File: src/rtl/uart_packet_assembler_pkg.sv
// Shared definitions for the UART packet assembler.
//   state_t   : assembler FSM states (IDLE, COLLECT, HOLD)
//   OPCDBYTE / ADDRBYTE / DATABYTE / BYTES : packet field sizes in bytes
//   CNTW      : width of the received-byte counter
//   byte_time : clock cycles per 10-bit UART frame (start + 8 data + stop)
package uart_packet_assembler_pkg;

  typedef enum logic [1:0] {
    IDLE    = 2'd0,
    COLLECT = 2'd1,
    HOLD    = 2'd2
  } state_t;

  localparam int unsigned OPCDBYTE = 2;
  localparam int unsigned ADDRBYTE = 2;
  localparam int unsigned DATABYTE = 4;
  localparam int unsigned BYTES    = OPCDBYTE + ADDRBYTE + DATABYTE;
  localparam int unsigned CNTW     = $clog2(BYTES + 1);

  function automatic int unsigned byte_time(input int unsigned clk_hz,
                                            input int unsigned baud);
    return (clk_hz / baud) * 10;
  endfunction

endpackage

File: src/rtl/uart_gap_timer.sv
// Inter-byte gap timer.
//   clk, rst_n : clock, asynchronous active-low reset
//   clear      : forces the count to zero (has priority over enable)
//   enable     : count one cycle of gap
//   expire     : one-cycle pulse in the cycle the count reaches LIMIT
// The count saturates at LIMIT, so a stalled consumer of the pulse never
// sees it wrap around and fire again.
module uart_gap_timer #(
  parameter int unsigned LIMIT = 17360
) (
  input  logic clk,
  input  logic rst_n,
  input  logic clear,
  input  logic enable,
  output logic expire
);

  localparam int unsigned W = (LIMIT < 2) ? 1 : $clog2(LIMIT + 1);
  localparam logic [W-1:0] TOP  = W'(LIMIT);
  localparam logic [W-1:0] LAST = W'(LIMIT - 1);

  logic [W-1:0] cnt;

  always_ff @(posedge clk or negedge rst_n) begin
    if (!rst_n) begin
      cnt    <= '0;
      expire <= 1'b0;
    end else begin
      expire <= 1'b0;
      if (clear) begin
        cnt <= '0;
      end else if (enable) begin
        if (cnt != TOP) cnt <= cnt + W'(1);
        if (cnt == LAST) expire <= 1'b1;
      end
    end
  end

endmodule

File: src/rtl/uart_packet_assembler.sv
// Assembles 8 received UART bytes into a big-endian command packet.
//   iCLOCK, iNRESET : clock, asynchronous active-low reset
//   iRXDATA/iRXDONE : byte and its one-cycle strobe from the UART receiver
//   oOPCODE/oADDR/oDATA : packet bytes 0-1 / 2-3 / 4-7
//   oVALID/iREADY   : packet handshake, oVALID held until accepted
//   oOVERRUN        : pulse, byte dropped while a packet was pending
//   oTIMEOUT        : pulse, partial packet discarded after an inter-byte gap
module uart_packet_assembler
  import uart_packet_assembler_pkg::*;
#(
  parameter int unsigned UARTMHZ       = 50000000,
  parameter int unsigned BAUDRATE      = 115200,
  parameter int unsigned TIMEOUT_BYTES = 4
) (
  input  logic        iCLOCK,
  input  logic        iNRESET,
  input  logic [7:0]  iRXDATA,
  input  logic        iRXDONE,
  output logic [15:0] oOPCODE,
  output logic [15:0] oADDR,
  output logic [31:0] oDATA,
  output logic        oVALID,
  input  logic        iREADY,
  output logic        oOVERRUN,
  output logic        oTIMEOUT
);

  localparam int unsigned GAP_LIMIT = TIMEOUT_BYTES * byte_time(UARTMHZ, BAUDRATE);

  state_t              state, state_d;
  logic [CNTW-1:0]     count, count_d;
  logic [CNTW-1:0]     wr_idx;
  logic                wr_en;
  logic [8*BYTES-1:0]  pkt;
  logic                valid, valid_d;
  logic                overrun, overrun_d;
  logic                timeout, timeout_d;
  logic                gap_clear, gap_en, gap_expire;

  assign gap_en    = (state == COLLECT);
  assign gap_clear = iRXDONE || (state != COLLECT);

  uart_gap_timer #(
    .LIMIT(GAP_LIMIT)
  ) u_gap_timer (
    .clk    (iCLOCK),
    .rst_n  (iNRESET),
    .clear  (gap_clear),
    .enable (gap_en),
    .expire (gap_expire)
  );

  always_ff @(posedge iCLOCK or negedge iNRESET) begin
    if (!iNRESET) begin
      state   <= IDLE;
      count   <= '0;
      pkt     <= '0;
      valid   <= 1'b0;
      overrun <= 1'b0;
      timeout <= 1'b0;
    end else begin
      state   <= state_d;
      count   <= count_d;
      valid   <= valid_d;
      overrun <= overrun_d;
      timeout <= timeout_d;
      // Byte index 0 lands in the most significant byte of the packet.
      for (int unsigned i = 0; i < BYTES; i++) begin
        if (wr_en && (wr_idx == CNTW'(i))) pkt[8*(BYTES-1-i) +: 8] <= iRXDATA;
      end
    end
  end

  always_comb begin
    state_d   = state;
    count_d   = count;
    valid_d   = valid;
    overrun_d = 1'b0;
    timeout_d = 1'b0;
    wr_en     = 1'b0;
    wr_idx    = '0;
    case (state)
      IDLE: begin
        if (iRXDONE) begin
          wr_en   = 1'b1;
          count_d = CNTW'(1);
          state_d = COLLECT;
        end
      end
      COLLECT: begin
        // A byte arriving with the expiry pulse is kept; the gap ended in time.
        if (iRXDONE) begin
          wr_en   = 1'b1;
          wr_idx  = count;
          count_d = count + CNTW'(1);
          if (count == CNTW'(BYTES - 1)) begin
            state_d = HOLD;
            valid_d = 1'b1;
          end
        end else if (gap_expire) begin
          count_d   = '0;
          timeout_d = 1'b1;
          state_d   = IDLE;
        end
      end
      HOLD: begin
        if (iREADY) begin
          valid_d = 1'b0;
          if (iRXDONE) begin
            // Handshake and the next packet's first byte in the same cycle.
            wr_en   = 1'b1;
            count_d = CNTW'(1);
            state_d = COLLECT;
          end else begin
            count_d = '0;
            state_d = IDLE;
          end
        end else if (iRXDONE) begin
          overrun_d = 1'b1;
        end
      end
      default: begin
        state_d = IDLE;
        count_d = '0;
        valid_d = 1'b0;
      end
    endcase
  end

  assign oOPCODE  = pkt[8*BYTES-1 -: 8*OPCDBYTE];
  assign oADDR    = pkt[8*(ADDRBYTE+DATABYTE)-1 -: 8*ADDRBYTE];
  assign oDATA    = pkt[8*DATABYTE-1:0];
  assign oVALID   = valid;
  assign oOVERRUN = overrun;
  assign oTIMEOUT = timeout;

endmodule

File: config.mk
export PLATFORM = sky130hd
export DESIGN_NAME = uart_packet_assembler
export DESIGN_NICKNAME = d
export VERILOG_FILES = /design/src/rtl/uart_packet_assembler_pkg.sv /design/src/rtl/uart_gap_timer.sv /design/src/rtl/uart_packet_assembler.sv
export SDC_FILE = /design/constraint.sdc
export NUM_CORES = 1
export LEC_CHECK = 0
export CORE_ASPECT_RATIO = 0.5
export CORE_MARGIN = 3
export CORE_UTILIZATION = 49
export CTS_BUF_LIST = sky130_fd_sc_hd__clkbuf_8
export DETAILED_ROUTE_END_ITERATION = 10
export GPL_ROUTABILITY_DRIVEN = 0
export PLACE_DENSITY = 0.77
export SLEW_MARGIN = 25
export SYNTH_ARGS = -nofsm -noshare
export SYNTH_HDL_FRONTEND = slang
export SYNTH_SLANG_ARGS = --single-unit
File: constraint.sdc
create_clock -name iCLOCK -period 2.85 [get_ports iCLOCK]
set_input_delay 0.855 -clock iCLOCK [delete_from_list [all_inputs] [get_ports iCLOCK]]
set_output_delay 0.855 -clock iCLOCK [all_outputs]
set_load 0.02 [all_outputs]
==> impl.org, run 1 <==
** Timing
- Minimum clock period after layout :: 2.287 ns
- Setup repair after global routing left no endpoint under its margin.
- Fmax :: 0.4372 GHz
- Worst-case hold slack :: 0.4899 ns
- Setup violations remaining at the end of the flow were counted as 0.
- The number of endpoints with negative hold slack in the final report was 0.
- The number of max-slew violations in the final report came to 0.
- At the pin with the least slew margin, the transition time is 0.6180 ns.
- Slew Limit Headroom :: 58.80%
- In the finished design, the share of the clock period the worst path needs comes to 80.25%.
- Worst Clk Skew :: 0.01510 ns
- Final TNS setup :: 0 ns

** Pwr
- In this run, the combinational gates consume 43.9% of the power.
- Net switching power figure :: 0.001813 W
- In this run the power density over the cells is 1018 nW/um2.
- Per report_power, the sequential group accounts for 40.1% of the total.
- In this run, the clock network consumes 15.9% of the power.
- Static Leakage :: 2.082 nW
- Peak VDD IR :: 383.4 uV
- Net switching is 35.73% of the power.
- Cell internal power was estimated by the tool at 0.003262 W.

** Die
- Die height :: 68.69 um
- Initial cell density of the core :: 51.44%
- Io pins :: 79
- The die is 131.4 um wide.
- The floorplan step defined a die boundary enclosing 9024 um2.
- The initialized floorplan defines 22 standard-cell rows.
- CORE AREA :: 7487 um2

** Critical path
- The endpoint identified for the worst register-to-register timing path is pkt[24].
- STA puts the critical path data required time at 3.10 ns.
- In this run the critical register-to-register path is launched from count[2].
- Data arrival time of the worst path :: 2.54 ns
- Along the worst path, the maximum fanout reaches 8.
- The critical path goes through clkdlybuf4s50_1 > nand3b_4 > or4_1 > mux2_2.
- The critical path in this run is classified as input port to flop.
- Slowest library cell on the worst path :: sky130_fd_sc_hd__or4_1
- Startpoint type of the worst setup path :: input port
- Counting cells, the worst reg-to-reg path comes to 3.
- In this run the register-to-register setup slack is 0.93 ns.
- Cell type group with the largest total delay on the critical path :: simple AND/OR/NAND/NOR gates
- The largest single stage delay on the critical path is 0.68 ns.
- Critical path buffer and inverter count :: 1
- STA classifies the critical path endpoint as a flop.

** Global route
- Vias in the first global route :: 2775
- Entering global routing, the biggest net connects 48 pins.
- Global routing finished with a remaining overflow of 0.
- Global routing used 20.18% of the available tracks.
- The initial antenna violation count came to 0.
- The first global-routing pass estimated 14120 um of wire.

** Run status
- Result of the run :: completed

** Logic synthesis
- Synthesized cell area :: 3851 um2
- Top-area cell type share of the netlist area :: 57.83%
- Library cell occupying the most area in the post-synthesis netlist :: sky130_fd_sc_hd__dfrtp_1
- After synthesis the netlist holds a flip-flop and latch count of 89.
- Among all flip-flop cells after synthesis, the most frequent one is sky130_fd_sc_hd__dfrtp_1.
- Counting instances in the post-synthesis netlist gives the leading cell types as sky130_fd_sc_hd__dfrtp_1 (89), sky130_fd_sc_hd__mux2_2 (65), sky130_fd_sc_hd__nand2_1 (15).
- Number of library cell types mapped by synthesis :: 47
- Synth Area in XOR/XNOR :: 0.4548%
- After synthesis, the share of cell area in mux cells is 20.05%.
- By area, the combinational part of the netlist is dominated by multiplexers.
- For this run, asynchronously set or reset flops after synthesis account for 100.0%.
- Ranked by total cell area, the synthesized netlist is headed by sky130_fd_sc_hd__dfrtp_1 (58%), sky130_fd_sc_hd__mux2_2 (19%), sky130_fd_sc_hd__nor4_4 (1.7%), sky130_fd_sc_hd__nand2_1 (1.5%), sky130_fd_sc_hd__or4_1 (1.2%).
- Net count after synthesis :: 299
- The synthesized netlist devotes 0.9747% of its cell area to adder and majority cells.
- Post-Synthesis Mean Instance Area :: 13.56 um2
- Cell with the most instances after synthesis :: sky130_fd_sc_hd__dfrtp_1
- For this run, the number of Yosys warnings is 0.
- Sequential elements use 57.83% of the synthesized area.
- Fraction of the mapped netlist area in compound gates :: 5.750%
- Number of instances in the synthesized netlist :: 284
- Simple-Gate Fraction of Synth Area :: 12.12%
- Number of enable flip-flop cells after synthesis :: 0

** Placement
- The wire-length estimate of the detail-placed layout is 6180 um.
- Quantity of I/O buffers inserted on ports :: 78

** Clocking
- No sink is reached through more buffers than the 2 on the longest clock path.
- The H-tree was split into 3 levels.
- After clock tree synthesis, the clock-pin slew on the worst setup and hold paths is 0.10 ns.
- Post-cts sizing count :: 0
- Clock buffers created by TritonCTS :: 9
- Buffers inserted by post-CTS timing repair :: 0
- Clk sinks :: 89
- Hold buffer count at cts :: 0
- Clock latency on the worst-skew pair, taken at its later pin, is 0.37 ns.
- Clock tree from TritonCTS :: built
- Root buffer cell :: sky130_fd_sc_hd__clkbuf_8

** Final layout
- Final net count :: 388
- Final core utilization :: 66.58%
- Fraction of final layout cells sized beyond drive strength 1 :: 27.25%
- Area delta synth->final :: 29.43%
- Inserted Diodes :: 0

** Detailed routing
- Final routed wire length divided by cell count :: 17.40 um
- Detail Route Antenna Nets :: 0
- For this block, the initial DRC count from the detailed router was 166.
- Summed over all layers, the routed wires come to 8457 um.
- Total number of vias :: 2620
- In the routed design, unresolved DRC markers number 0.
- The first detailed-routing pass ran for 4 iterations.
- Via density :: 5.391

** Min path
- Classification of the worst-slack hold path :: input port to asynchronous set/reset pin

** Run
- Max-cap violations in this run came to 0.
-- per-stage QoR --
stage | worst slack, ns | cells | area, um2 | total power, W
after global routing | 0.5130 | 486 | 4985 | 0.005360
after floorplan | 0.7756 | 284 | 3851 | 0.003191
after global placement | 0.2332 | 470 | 4796 | 0.004229
after CTS | 0.5820 | 486 | 4985 | 0.005142
after detailed placement | 0.1901 | 470 | 4796 | 0.004322
final | 0.5630 | 486 | 4985 | 0.005076
-- cell type report --
type | count | area [um2]
multi-input combinational | 173 | 1515
tap | 108 | 135.1
inverter | 10 | 37.54
fill | 567 | 2502
clock buffer | 10 | 137.6
timing repair buffer | 90 | 880.8
sequential | 89 | 2227
clock inverter | 6 | 51.30
-- logic make-up after synthesis --
logic type                 Yosys count
AOI/OAI and AO/OA                   31
xor gates and xnor gates             2
adders and majority gates            3
buffers and inverters               22
DFF                                 89
muxes                               69
and+or+nand+nor                     68
-- state kept, by name, indices dropped and copies added, names as in the netlist --
name and count:
oVALID 1, state 2, count 4, oOVERRUN 1, u_gap_timer.expire 1, oTIMEOUT 1
pkt 64, u_gap_timer.cnt 15
-- routing by layer --
metal	GRT usage, %	part of all wire, %	vias to the layer above
li1	-	-	1215
met1	22.60	41	1344
met2	38.47	54	55
met3	5.870	3.6	6
met4	6.806	0.83	0
met5	0	0	-
-- power by group through the flow --
stage	clock [W]	sequential [W]	combinational [W]
after detailed placement	0	0.00207	0.00225
after global placement	0	0.00203	0.00220
after floorplan	0	0.00251	0.000685
after CTS	0.000839	0.00204	0.00226
after global routing	0.000893	0.00211	0.00236
final	0.000808	0.00204	0.00223
-- how the worst max path moves through the flow --
stage,endpoint,from,slack [ns],cells after the start
after floorplan,u_gap_timer.expire,iRXDONE,0.78,5
after global placement,pkt[1],iRXDONE,0.23,6
after detailed placement,pkt[24],iRXDONE,0.19,4
after CTS,pkt[24],iRXDONE,0.58,4
after global routing,pkt[24],iRXDONE,0.51,4
final,pkt[24],iRXDONE,0.56,4
-- cells in the final DEF (no fill, tap or decap), drive strengths merged, types with 2 or more instances in the layout --
cell type      count
nor2               5
nand4              6
mux2i              4
clkinvlp           3
o22ai              3
ha                 3
and3               2
or3                3
o21a               2
nand2b             6
inv               12
nor3               2
clkdlybuf4s50     77
dfrtp             89
nand3              5
nor4               6
or4                7
buf               13
nand2             15
mux2              65
nand3b             3
clkbuf            10
a21oi              8
and3b              2
o31ai              4
o21ai              6
Note: power is estimated with default switching activity, not from simulation.
==> run 2: changes to the inputs <==
Clock period 2.85 ns to 2.3 ns, I/O delays scaled along.
==> run 2 against run 1 <==
Clock skew shrank 0.0084 ns. Critical path type unchanged. Wire length shrank 2.2%. Flip-flop and latch count unchanged. Sequential power is 24% higher. Via count is essentially flat. Highest routed layer unchanged. Worst hold slack worse by 0.20 ns. Utilization rose by 1.0 points. Register-to-register slack got worse by 0.53 ns.
==> impl.org, run 2 (same netlist as run 1, synthesis figures left out) <==
** Run status
- Result of the run :: completed

** Clocking
- The maximum buffer depth of the clock tree is 2 (unchanged).
- Buffers inserted by post-CTS timing repair :: 0 (unchanged)
- TritonCTS built the clock tree.
- The clock-pin transition on the worst setup and hold timing paths is 0.08 ns (-0.02 ns).
- The deepest level of the CTS H-tree came to 3 (unchanged).
- Clock latency on the worst-skew pair :: 0.35 ns (-0.02 ns)
- Clock buffers created by TritonCTS :: 9 (unchanged)
- The clock sink count was 89 (unchanged).
- Post-cts sizing count :: 0 (unchanged)
- The tree is rooted in a sky130_fd_sc_hd__clkbuf_8.
- The number of hold buffers added after CTS is 0 (unchanged).

** Critical path
- Beginning of the worst register-to-register path :: state[0]
- The internal reg-to-reg setup slack was 0.40 ns (-0.53 ns).
- R2r endpoint :: pkt[22]
- Most common cell on crit path :: sky130_fd_sc_hd__buf_4
- The data arrival time at the worst-slack endpoint is 2.36 ns (-0.18 ns).
- The slowest stage of the critical path belongs to the cell sky130_fd_sc_hd__clkdlybuf4s50_1.
- CP Data Required Time :: 2.54 ns (-0.56 ns)
- In this run the worst setup path begins at iRXDONE.
- Capturing instance or port of the critical path :: pkt[22]
- Crit path kind :: input port to flop
- Critical-path maximum fanout :: 5 (-3)
- Slowest cell delay on critical path :: 0.55 ns (-0.13 ns)
- Traced cell by cell, the critical path runs through clkdlybuf4s50_1 > nand3b_4 > buf_4 > nor4_4 > buf_4 > mux2_2.
- Startpoint type of the worst setup path :: input port
- Depth of the worst register-to-register path :: 5 (+2)
- Critical path endpoint category :: flop

** Min path
- Classification of the worst-slack hold path :: input port to asynchronous set/reset pin

** Final layout
- Fraction of final layout cells sized beyond drive strength 1 :: 28.50% (+1.2 points)
- The number of nets in the finished design is 396 (+2.1%).
- Largest registers ranked by flip-flop count :: pkt (64), u_gap_timer.cnt (15), count (4)
- Max reg flops :: 64 (unchanged)
- The register with the most flip-flops in the final layout is pkt.
- The total inserted antenna cells came to 0 (unchanged).
- Number of standard cells in the final layout excluding fillers :: 494 (+1.6%)
- Leading cell type in the layout, fill and taps excluded :: sky130_fd_sc_hd__dfrtp_1
- Leaving out fill and tap cells, the most frequent cells in the layout are sky130_fd_sc_hd__dfrtp_1 (89), sky130_fd_sc_hd__clkdlybuf4s50_1 (77), sky130_fd_sc_hd__mux2_2 (65).
- From synthesis to final layout, the design area changed by 31.45%.

** Placement
- The worst-case setup slack after placement was -0.1610 ns (-0.3510 ns).
- Dpl hpwl :: 6162 um (-0.30%)
- Instance count after placement with tap cells included :: 478 (+1.7%)
- Quantity of I/O buffers inserted on ports :: 78 (unchanged)

** Timing
- The number of endpoints with negative hold slack in the final report is 0 (unchanged).
- Share of the cycle needed by the critical path after routing :: 92.02%
- Worst Clk Skew :: 0.006679 ns (-0.008424 ns)
- The setup slack of the critical path after layout was 0.1836 ns (-0.3794 ns).
- The worst max-slew margin expressed relative to the limit came to 66.79% (+8.0 points).
- Worst-case hold slack :: 0.2942 ns (-0.1957 ns)
- Fmax :: 0.4725 GHz
- Final TNS setup :: 0 ns (unchanged)
- After layout, the minimum clock period comes to 2.116 ns.
- The number of max-slew violations in the final report came to 0 (unchanged).
- The transition time of the tightest slew-check pin was 0.4982 ns (-0.1198 ns).
- Setup violation total in the final timing report :: 0 (unchanged)
- Unrepaired setup endpoints after global routing :: false

** Global route
- The all-layer global routing usage came to 19.59% (-0.59 points).
- Global route total overflow :: 0 (unchanged)
- Initial antenna violation count :: 0 (unchanged)
- Met1 track demand over resource :: 23.17% (+0.57 points)
- GRT met3 Usage :: 5.870% (unchanged)
- Wire length of the first global-routing pass :: 13610 um (-3.6%)
- met2 is the most crowded layer.
- Vias in the first global route :: 2672 (-3.7%)
- Met2 track demand over resource in global routing :: 35.50% (-3.0 points)
- Largest net degree at the start of global routing :: 40 (-17%)

** Detailed routing
- Total number of vias :: 2618 (-0.076%)
- Via density :: 5.300 (-1.7%)
- The DRC marker count from the first detailed-route iteration was 118 (-29%).
- Detail Route Antenna Nets :: 0 (unchanged)
- Final routed wire length divided by cell count :: 16.75 um (-3.7%)
- 1st-pass router iterations :: 4 (unchanged)
- The number of design rule violations left after detail routing was 0 (unchanged).
- Drt total wl :: 8274 um (-2.2%)

** Die
- Std cell rows :: 22 (unchanged)
- Die outline area :: 9024 um2 (unchanged)
- Die X-Extent :: 131.4 um (unchanged)
- Initial cell density of the core :: 51.44% (unchanged)
- CORE AREA :: 7487 um2 (unchanged)
- Io pins :: 79 (unchanged)
- Die height :: 68.69 um (unchanged)

** Pwr
- The worst IR drop on VDD is 457.0 uV (+19%).
- The final total power was 0.006363 W (+25%).
- The static leakage came to 2.143 nW (+2.9%).
- The cell area power density is 1257 nW/um2 (+23%).

** Run
- The number of max-capacitance violations reported was 0 (unchanged).
run 2: cell count changes in the layout (fill, tap and decap cells not counted), sizes merged:
cell	change
buf	+8
clkinv	+3
clkinvlp	-3
bufinv	+1
clkbuf	-1
run 2: per-layer routing:
| metal | vias up | wire length (um) |
|---|---|---|
| li1 | 1224 | - |
| met1 | 1319 | 3568 |
| met2 | 69 | 4263 |
| met3 | 6 | 376 |
| met4 | 0 | 66 |
| met5 | - | 0 |
run 2: worst max-delay path, delay by kind of cell:
kind	cells	cell delay, ns
and+or+nand+nor	2	0.38
muxes	1	0.34
buffers and inverters	3	0.95
run 2: how the worst min path moves through the flow:
stage | from | endpoint | slack, ns | cells after the start
global route | iNRESET | pkt[14] | 0.30 | 1
global placement | u_gap_timer.expire | oTIMEOUT | 0.48 | 1
finish | iNRESET | pkt[14] | 0.29 | 1
floorplan | iNRESET | count[0] | 0.39 | 0
detailed placement | pkt[51] | pkt[51] | 0.49 | 1
CTS | iNRESET | pkt[46] | 0.28 | 1
run 2: cell type report:
type                       count  area [um2]
fill                         561        2425
sequential                    89        2227
multi-input combinational    173        1515
timing repair buffer          98       953.4
tap                          108       135.1
clock buffer                   9       123.9
clock inverter                 7       70.07
inverter                      10       37.54
run 2: report_power, final:
part           total (W)  internal (W)  switching, W
clock            0.00104      0.000502      0.000540
combinational    0.00280       0.00151       0.00129
sequential       0.00252       0.00213      0.000392
total            0.00636       0.00414       0.00222
run 2: through the flow:
step	instance area (um2)	utilization (%)
floorplan	3851	-
finish	5062	67.61
global placement	4868	65.02
detailed placement	4868	65.02
CTS	5062	67.61
global route	5062	67.61
==> run 3: changes to the inputs <==
Settings changed: PLACE_DENSITY 0.77 to 0.75.
==> run 3 against run 2 <==
Maximum frequency rose by 2.2%. Clock-buffer cell count increased by 1. Non-clock buffer count down 1. Register-to-register slack improved by 0.02 ns. Clock skew is 0.0036 ns higher. Setup slack better by 0.046 ns. Worst hold slack lost 0.013 ns. Flip-flop and latch count stayed put. Highest routed layer unchanged.
==> impl.org, run 3 (same netlist as run 1, synthesis figures left out) <==
** Pwr
- The cell area power density is 1263 nW/um2 (+0.52%).
- Peak VDD IR :: 455.5 uV (-0.32%)
- The final total power is 0.006397 W (+0.55%).
- Static Leakage :: 2.129 nW (-0.65%)

** Critical path
- Crit path kind :: input port to flop
- The maximum fanout count along the critical path came to 8 (+3).
- The required time of the critical path was 2.55 ns (about the same).
- Critical path endpoint category :: flop
- The internal reg-to-reg setup slack is 0.42 ns (+0.02 ns).
- Data arrival time of the worst path :: 2.32 ns (-0.04 ns)
- STA classifies the critical path startpoint as an input port.

** Clocking
- Deepest clock path buffer count :: 2 (unchanged)
- The clock sink count came to 89 (unchanged).
- The cell sitting at the root of the clock tree is a sky130_fd_sc_hd__clkbuf_8.
- The clock-pin transition on the worst setup and hold timing paths was 0.09 ns (about the same).
- Clock tree from TritonCTS :: built
- Total number of H-tree levels :: 3 (unchanged)
- The total clock buffers created by CTS was 9 (unchanged).
- Post-cts sizing count :: 0 (unchanged)
- Hold buffer count at cts :: 0 (unchanged)
- Clock latency on the worst-skew pair :: 0.36 ns (about the same)
- The buffers inserted during post-CTS setup optimization was 0 (unchanged).

** Placement
- The number of I/O port buffers is 78 (unchanged).
- The placed wire-length estimate was 5952 um (-3.4%).

** Die
- The die extent in y is 68.69 um (unchanged).
- CORE AREA :: 7487 um2 (unchanged)
- Io pins :: 79 (unchanged)
- Die outline area :: 9024 um2 (unchanged)
- Die X-Extent :: 131.4 um (unchanged)
- Initial cell density of the core :: 51.44% (unchanged)
- Std cell rows :: 22 (unchanged)

** Global route
- The remaining global-route overflow is 0 (unchanged).
- The all-layer global routing usage came to 18.80% (-0.79 points).
- Wire length of the first global-routing pass :: 13210 um (-2.9%)
- The maximum number of pins on one net before global-route repair came to 38 (-5.0%).
- The initial antenna violation count is 0 (unchanged).
- The via count of the first global-routing pass is 2647 (-0.94%).

** Detailed routing
- Via density :: 5.327 (+0.52%)
- The number of design rule violations left after detail routing is 0 (unchanged).
- Violation count after the first detailed-routing iteration :: 123 (+4.2%)
- The average wire length per cell after detail routing came to 16.48 um (-1.6%).
- The final antenna-violating net count was 0 (unchanged).
- Drt total wl :: 8110 um (-2.0%)
- The via count is 2621 (+0.11%).
- The total iterations of the first detailed-routing run is 5 (+1).

** Final layout
- Largest registers ranked by flip-flop count :: pkt (64), u_gap_timer.cnt (15), count (4)
- The total area of multi-input combinational cells was 1515 um2 (unchanged).
- Top reg by flops :: pkt
- Most frequent cells in the layout :: sky130_fd_sc_hd__dfrtp_1 (89), sky130_fd_sc_hd__clkdlybuf4s50_1 (77), sky130_fd_sc_hd__mux2_2 (65)
- Area delta synth->final :: 31.48% (about the same)
- The flip-flop and latch area came to 2227 um2 (unchanged).
- Leading cell type in the layout, fill and taps excluded :: sky130_fd_sc_hd__dfrtp_1
- Fraction of final layout cells sized beyond drive strength 1 :: 28.39% (-0.11 points)
- Final net count :: 395 (-0.25%)
- Max reg flops :: 64 (unchanged)
- Layout fillers :: 535 (-4.6%)
- The total inserted antenna cells came to 0 (unchanged).

** Timing
- Setup violation total in the final timing report :: 0 (unchanged)
- The clock tree skew after final layout was 0.01024 ns (+0.003560 ns).
- Transition time at the pin with the least slew margin :: 0.4807 ns (-0.01746 ns)
- Share of the cycle needed by the critical path after routing :: 90.02% (-2.0 points)
- The number of max-slew violations in the final report is 0 (unchanged).
- The minimum period implied by the final worst setup slack was 2.071 ns (-0.04587 ns).
- The worst max-slew margin expressed relative to the limit came to 67.95% (+1.2 points).
- The number of endpoints with negative hold slack in the final report is 0 (unchanged).
- Unrepaired setup endpoints after global routing :: false
- Fmax :: 0.4830 GHz (+2.2%)
- Worst-case hold slack :: 0.2808 ns (-0.01345 ns)

** Min path
- Classification of the worst-slack hold path :: input port to asynchronous set/reset pin

** Run status
- Result of the run :: completed

** Run
- The number of max-capacitance violations reported came to 0 (unchanged).
==> run 3: changes by cell type in the layout (fill, tap and decap cells not counted) <==
cell                         previous run  this run
sky130_fd_sc_hd__buf_4                 19        18
sky130_fd_sc_hd__clkinv_2               2         0
sky130_fd_sc_hd__inv_1                 11        10
sky130_fd_sc_hd__clkbuf_8               9        10
sky130_fd_sc_hd__clkinvlp_4             0         2
sky130_fd_sc_hd__clkinv_4               2         1
sky130_fd_sc_hd__inv_6                  1         0
sky130_fd_sc_hd__inv_8                  0         1
==> run 3: metrics by stage <==
stage | instance area, um2 | setup WS [ns] | std cells | utilization, % | TNS, ns
after CTS | 5064 | 0.2320 | 492 | 67.63 | 0
final | 5064 | 0.2295 | 492 | 67.63 | 0
after detailed placement | 4861 | -0.1622 | 477 | 64.92 | -6.828
after global routing | 5064 | 0.1752 | 492 | 67.63 | 0
after floorplan | 3851 | 0.3906 | 284 | - | 0
after global placement | 4861 | -0.1056 | 477 | 64.92 | -4.328
==> run 3: per-layer routing <==
layer	share of wire (%)	global-route usage (%)
met5	0	0
met4	0.39	5.366
met3	5.7	6.232
met2	50	32.93
met1	44	23.04
==> run 3: layout make-up <==
class / count / share of cell area (%)
multi-input combinational: 173 / 29.92
inverter: 10 / 0.7413
tap: 108 / 2.669
sequential: 89 / 43.98
clock buffer: 10 / 2.718
clock inverter: 5 / 1.285
timing repair buffer: 97 / 18.68
==> run 3: path summary, 6_finish.rpt <==
path | startpoint | cells after the start | to
worst max-delay path | iRXDONE | 6 | pkt[37]
worst min-delay path | iNRESET | 1 | pkt[14]
worst max register to register | state[0] | 5 | pkt[37]
worst min register to register | u_gap_timer.expire | 1 | oTIMEOUT
max in group asynchronous | iNRESET | 2 | pkt[42]
min in group iCLOCK | u_gap_timer.expire | 1 | oTIMEOUT
==> run 3: worst max-delay path, stage by stage <==
cell and delay, ns:
sky130_fd_sc_hd__clkdlybuf4s50_1 0.54, sky130_fd_sc_hd__nand3b_4 0.10, sky130_fd_sc_hd__buf_4 0.19, sky130_fd_sc_hd__nor4_4 0.22, sky130_fd_sc_hd__buf_4 0.22, sky130_fd_sc_hd__mux2_2 0.35
==> run 3: where the power goes <==
part	switching (W)	internal, W
logic	0.00129	0.00150
clock network	0.000556	0.000535
registers	0.000381	0.00213
total	0.00223	0.00417
